[src/rtl/bos_spi_slave.sv]
// SPI slave (CPOL=1, CPHA=1) with a 24-bit R/W frame and a 14-bit register file.
// All SPI pins are resynchronised into clk; the frame is decoded from synchronised edges.
module bos_spi_slave #(
    parameter int          N_REGS   = 8,
    parameter logic [13:0] REG_INIT = 14'h0000
) (
    input  logic                   clk,
    input  logic                   rst,
    input  logic                   sck,
    input  logic                   sdatai,
    input  logic                   n_cs,
    output logic                   sdatao,
    output logic [14*N_REGS-1:0]   regs,
    output logic                   wr_stb,
    output logic [6:0]             wr_addr,
    output logic [13:0]            wr_data,
    output logic                   frame_err,
    output logic                   busy
);

    // state | meaning
    // IDLE  | no frame, waiting for n_cs falling edge
    // CMD   | shifting in R/W + address (bits 1..8)
    // DATA  | shifting data in, read data out (bits 9..24)
    // HOLD  | 24 bits received, ignoring sck until n_cs rises
    localparam logic [1:0] ST_IDLE = 2'd0;
    localparam logic [1:0] ST_CMD  = 2'd1;
    localparam logic [1:0] ST_DATA = 2'd2;
    localparam logic [1:0] ST_HOLD = 2'd3;

    localparam logic [7:0] LP_NREGS = 8'(N_REGS);

    logic        r_sck_m, r_sck_s, r_sck_d;
    logic        r_cs_m, r_cs_s, r_cs_d;
    logic        r_sdi_m, r_sdi_s;
    logic [1:0]  r_flush;
    logic        r_armed;

    logic [1:0]  r_state;
    logic [4:0]  r_cnt;
    logic [12:0] r_shift;
    logic        r_rw;
    logic [6:0]  r_addr;
    logic [15:0] r_tx;
    logic        r_sdo;
    logic [13:0] r_regs [N_REGS];

    logic        w_sck_rise, w_sck_fall, w_cs_fall, w_cs_rise, w_sample;
    logic [13:0] w_shift_nxt;
    logic [13:0] w_rd_data;
    logic        w_addr_ok;
    logic        w_commit;

    always_ff @(posedge clk or posedge rst) begin
        if (rst) begin
            r_sck_m <= 1'b1;
            r_sck_s <= 1'b1;
            r_sck_d <= 1'b1;
            r_cs_m  <= 1'b1;
            r_cs_s  <= 1'b1;
            r_cs_d  <= 1'b1;
            r_sdi_m <= 1'b0;
            r_sdi_s <= 1'b0;
        end else begin
            r_sck_m <= sck;
            r_sck_s <= r_sck_m;
            r_sck_d <= r_sck_s;
            r_cs_m  <= n_cs;
            r_cs_s  <= r_cs_m;
            r_cs_d  <= r_cs_s;
            r_sdi_m <= sdatai;
            r_sdi_s <= r_sdi_m;
        end
    end

    // After reset the synchronisers hold idle levels; wait until they carry the real
    // n_cs and it has been seen high, so a chip select held low across reset is ignored.
    always_ff @(posedge clk or posedge rst) begin
        if (rst) begin
            r_flush <= 2'd0;
            r_armed <= 1'b0;
        end else begin
            if (r_flush != 2'd3)
                r_flush <= r_flush + 2'd1;
            r_armed <= (r_flush == 2'd3) && (r_armed || r_cs_s);
        end
    end

    assign w_sck_rise  = r_sck_s & ~r_sck_d;
    assign w_sck_fall  = ~r_sck_s & r_sck_d;
    assign w_cs_fall   = ~r_cs_s & r_cs_d & r_armed;
    assign w_cs_rise   = r_cs_s & ~r_cs_d;
    assign w_sample    = w_sck_rise & ~r_cs_s;
    assign w_shift_nxt = {r_shift, r_sdi_s};
    assign w_addr_ok   = ({1'b0, r_addr} < LP_NREGS);
    assign w_commit    = (r_state == ST_DATA) && w_sample && !w_cs_fall &&
                         (r_cnt == 5'd23) && !r_rw && w_addr_ok;

    always_comb begin
        w_rd_data = '0;
        for (int k = 0; k < N_REGS; k++) begin
            if (w_shift_nxt[6:0] == 7'(k))
                w_rd_data = r_regs[k];
        end
    end

    always_ff @(posedge clk or posedge rst) begin
        if (rst) begin
            r_state   <= ST_IDLE;
            r_cnt     <= 5'd0;
            r_shift   <= '0;
            r_rw      <= 1'b0;
            r_addr    <= 7'd0;
            r_tx      <= 16'h0000;
            r_sdo     <= 1'b1;
            frame_err <= 1'b0;
        end else begin
            frame_err <= 1'b0;
            if (w_cs_fall) begin
                r_state <= ST_CMD;
                r_cnt   <= 5'd0;
                r_shift <= '0;
                r_rw    <= 1'b0;
                r_addr  <= 7'd0;
                r_tx    <= 16'h0000;
                r_sdo   <= 1'b1;
            end else if (w_cs_rise) begin
                if (r_state != ST_IDLE) begin
                    r_state   <= ST_IDLE;
                    frame_err <= (r_cnt != 5'd24);
                end
                r_cnt <= 5'd0;
            end else begin
                case (r_state)
                    ST_CMD: begin
                        if (w_sample) begin
                            r_shift <= w_shift_nxt[12:0];
                            r_cnt   <= r_cnt + 5'd1;
                            if (r_cnt == 5'd7) begin
                                r_state <= ST_DATA;
                                r_rw    <= w_shift_nxt[7];
                                r_addr  <= w_shift_nxt[6:0];
                                r_tx    <= w_shift_nxt[7] ? {2'b00, w_rd_data} : 16'h0000;
                                r_sdo   <= 1'b1;
                            end
                        end
                    end
                    ST_DATA: begin
                        if (w_sample) begin
                            r_shift <= w_shift_nxt[12:0];
                            r_cnt   <= r_cnt + 5'd1;
                            if (r_cnt == 5'd23)
                                r_state <= ST_HOLD;
                        end else if (w_sck_fall && r_rw) begin
                            r_sdo <= r_tx[15];
                            r_tx  <= {r_tx[14:0], 1'b0};
                        end
                    end
                    default: ;
                endcase
            end
        end
    end

    always_ff @(posedge clk or posedge rst) begin
        if (rst) begin
            for (int k = 0; k < N_REGS; k++)
                r_regs[k] <= REG_INIT;
            wr_stb  <= 1'b0;
            wr_addr <= 7'd0;
            wr_data <= 14'h0000;
        end else begin
            wr_stb <= w_commit;
            if (w_commit) begin
                wr_addr <= r_addr;
                wr_data <= w_shift_nxt[13:0];
                for (int k = 0; k < N_REGS; k++) begin
                    if (r_addr == 7'(k))
                        r_regs[k] <= w_shift_nxt[13:0];
                end
            end
        end
    end

    genvar g;
    generate
        for (g = 0; g < N_REGS; g++) begin : g_regs_out
            assign regs[14*g +: 14] = r_regs[g];
        end
    endgenerate

    assign busy   = (r_state != ST_IDLE);
    assign sdatao = (r_state == ST_DATA && r_rw) ? r_sdo : 1'b1;

endmodule

[config.mk]
export PLATFORM = sky130hd
export DESIGN_NAME = bos_spi_slave
export DESIGN_NICKNAME = d
export VERILOG_FILES = /design/src/rtl/bos_spi_slave.sv
export SDC_FILE = /design/constraint.sdc
export NUM_CORES = 1
export LEC_CHECK = 0
export CAP_MARGIN = 30
export CORE_AREA = 3 3 142 212
export CTS_CLUSTER_DIAMETER = 40
export CTS_CLUSTER_SIZE = 20
export DETAILED_ROUTE_END_ITERATION = 8
export DIE_AREA = 0 0 145 215
export GPL_TIMING_DRIVEN = 1
export PLACE_DENSITY = 0.51
export REMOVE_ABC_BUFFERS = 1
export SLEW_MARGIN = 25
export SYNTH_ARGS = -nofsm -noshare
export SYNTH_HDL_FRONTEND = slang
export SYNTH_SLANG_ARGS = --single-unit
[constraint.sdc]
create_clock -name clk -period 7.5 [get_ports clk]
set_input_delay 1.5 -clock clk [delete_from_list [all_inputs] [get_ports clk]]
set_output_delay 1.5 -clock clk [all_outputs]
set_load 0.01 [all_outputs]
==> impl_metrics.env <==
export IMPL_outcome="completed"
export IMPL_crit_buf_inv=1
export IMPL_cp_startpoint="r_cs_s$_DFF_PP1_"
export IMPL_yosysUniqueCellTypes=54
export IMPL_path_delay_family="simple AND/OR/NAND/NOR gates"
export IMPL_cellLeakagePower_uw=0.00481
export IMPL_slowest_stage="and4_1"
export IMPL_first_iter_violations=363
export IMPL_antenna_found_initial=0
export IMPL_critPathArrivalTime_ns=3.78
export IMPL_relSlewSlack_pct=41.7
export IMPL_drive_gt1_share_pct=25.2
export IMPL_ys_seq_area_share_pct=56.4
export IMPL_netlist_area_sq_mm=0.00849
export IMPL_synth_top_family_by_area="multiplexers"
export IMPL_p_clk_share_pct=42.2
export IMPL_syn_area_per_cell_sq_um=12.6
export IMPL_ios=142
export IMPL_p_comb_share_pct=9.1
export IMPL_crit_path_start_kind="flip-flop"
export IMPL_ctsHoldBuffers=0
export IMPL_synth_area_leader_cell="dfrtp_1"
export IMPL_rsz0062_at_grt="false"
export IMPL_drc=0
export IMPL_design_die_area_sq_mm=0.0312
export IMPL_port_buffers=141
export IMPL_cts_resized=0
export IMPL_grt_pass1_wl_um=37400
export IMPL_die_height_um=215
export IMPL_clock_latency_ns=0.44
export IMPL_post_cts_buffers=0
export IMPL_finalSetupTns_ns=0
export IMPL_finalCriticalPeriod_ns=3.46
export IMPL_skew_ns=0.0104
export IMPL_initial_core_util_pct=30.0
export IMPL_grt_usage_pct=15.6
export IMPL_syn2layout_area_growth_pct=28.2
export IMPL_clkSinkCount=191
export IMPL_ys_flop_type="dfrtp_1"
export IMPL_async_flop_share_pct=100
export IMPL_hold_class="reg -> reg"
export IMPL_p_per_area_mw_per_mm2=201
export IMPL_crit_path_end_kind="flip-flop"
export IMPL_path_cells="and3b_1 > nor4b_4 > nand3_4 > inv_2 > and4_1 > mux2_2"
export IMPL_cts_root_buf="clkbuf_16"
export IMPL_clk_pin_slew_ns=0.07
export IMPL_yosysMostFrequentCell="dfrtp_1"
export IMPL_avgRoutedWirePerCell_um=20.2
export IMPL_chipWidth_um=145
export IMPL_rows=75
export IMPL_crit_type="reg -> reg"
export IMPL_cts_made_buffers=17
export IMPL_fin_nets=804
export IMPL_switching_power_uw=555
export IMPL_cp_required_ns=7.82
export IMPL_clockBufferDepth=2
export IMPL_synth_compound_area_share_pct=6.56
export IMPL_critPathMaxFanout=25
export IMPL_synth_yosys_warnings=0
export IMPL_synth_area_mux_share_pct=21.3
export IMPL_pwr_share_seq_pct=48.7
export IMPL_p_sw_share_pct=25.4
export IMPL_synthCells=671
export IMPL_firstDrtPassIters=6
export IMPL_grt_overflow=0
export IMPL_drt_wl_total_um=24100
export IMPL_holdCritStartpoint="r_sdi_m$_DFF_PP0_"
export IMPL_synth_seq_cells=191
export IMPL_slowest_delay_ns=0.78
export IMPL_ir_worst_vdd_v=0.000166
export IMPL_drv_slew=0
export IMPL_synth_simple_area_share_pct=11.1
export IMPL_antenna_left=0
export IMPL_setup_violations=0
export IMPL_synthAdderAreaFrac_pct=0.885
export IMPL_fillerInstances=2745
export IMPL_grt_pass1_vias=6108
export IMPL_viasPerCell=4.81
export IMPL_timing_rr_start="r_cs_s$_DFF_PP1_"
export IMPL_tightest_slew_ns=0.871
export IMPL_via_count=5734
export IMPL_synth_xor_area_share_pct=0.516
export IMPL_synth_area_top_cells="dfrtp_1 (54%), mux2_2 (16%), nand2_1 (3.9%)"
export IMPL_fin_hold_ws_ns=0.350
export IMPL_synthTopCellsByCount="dfrtp_1 (184), mux2_2 (121), nand2_1 (88)"
export IMPL_synth_top_area_share_pct=54.3
export IMPL_period_share_pct=46.1
export IMPL_synth_edff_count=0
export IMPL_max_freq_ghz=0.289
export IMPL_routabilityCongestion=0.731
export IMPL_cap_violations=0
export IMPL_cts_tree="yes"
export IMPL_grt_max_degree=107
export IMPL_htree_levels=4
export IMPL_p_int_uw=1630
export IMPL_core_sq_mm=0.0282
export IMPL_hold_viol=0
export IMPL_dp_hpwl_um=16400
-- metrics by stage --
step	util [%]	worst slack, ns	cells	total power (uW)	instance area, sq um
after floorplan	-	0.813	620	1210	8250
after global placement	36.3	4.11	1157	1280	10200
after detailed placement	36.3	3.97	1158	1280	10300
after CTS	38.5	3.97	1190	2210	10900
after global routing	38.5	3.83	1191	2280	10900
final	38.5	4.04	1192	2190	10900
-- per-layer routing --
metal | up-vias | GRT usage, % | part of all wire [%]
met5 | - | 0 | 0
li1 | 2638 | - | -
met1 | 2950 | 18.2 | 40
met3 | 26 | 2.80 | 3.0
met2 | 120 | 28.6 | 54
met4 | 0 | 5.90 | 2.6
-- registers in the layout (all words and copies together), names as in the netlist, 2 cells and up --
name,cells
r_tx,16
r_shift,13
r_state,2
r_cnt,5
r_addr,7
regs,112
r_flush,2
wr_data,14
wr_addr,7
-- power groups by stage --
stage | combinational [uW] | clock (uW) | sequential (uW)
finish | 198 | 923 | 1070
global route | 220 | 994 | 1070
CTS | 197 | 951 | 1070
detailed placement | 197 | 0 | 1090
global placement | 195 | 0 | 1080
floorplan | 115 | 0 | 1100
-- worst paths after layout --
check,to,cells after the start,slack (ns)
worst max-delay path,regs[83]$_DFFE_PP0P_,6,4.04
worst min-delay path,r_sdi_s$_DFF_PP0_,0,0.35
worst max register to register,regs[83]$_DFFE_PP0P_,6,4.04
worst min register to register,r_sdi_s$_DFF_PP0_,0,0.35
max in group asynchronous,r_shift[0]$_DFFE_PP0P_,3,4.68
min in group asynchronous,wr_data[9]$_DFFE_PP0P_,2,1.61
-- cell usage in the layout, fill, tap and decap left out, drive strengths merged, types with 5 or more instances in the layout --
cell             n
nand2           89
mux2           122
clkinv           5
a221o           12
o21ai           34
nor2            21
nor3            15
buf             13
mux2i           16
dfrtp          184
a21oi           16
dfstp            7
a22oi           13
mux4            12
inv             11
and2             6
clkdlybuf4s50  141
clkbuf          20
ha               6
-- worst reg2reg max path, cell delays in order, from the launching register on --
cell	delay [ns]
dfstp_2	0.59
and3b_1	0.46
nor4b_4	0.45
nand3_4	0.34
inv_2	0.32
and4_1	0.78
mux2_2	0.42
-- cell type report --
class	instances	area, sq um	area share, %
Sequential cell	191	4790	44.0
Multi-Input combinational cell	419	3440	31.6
Timing Repair Buffer	154	1520	14.0
Tap cell	385	482	4.43
Clock buffer	20	467	4.29
Clock inverter	12	135	1.24
Inverter	10	45.0	0.414
Antenna cell	1	2.50	0.0230
-- kinds of logic (layout without fill, tap and decap cells) --
family                     after synthesis  in the layout
AOI/OAI and AO/OA                       87             87
xor gates and xnor gates                 5              5
adders and majority gates                6              6
buffers and inverters                   61            196
DFF                                    191            191
muxes                                  150            150
other                                    0              1
and+or+nand+nor                        171            171
(Power assumes the default switching activity.)
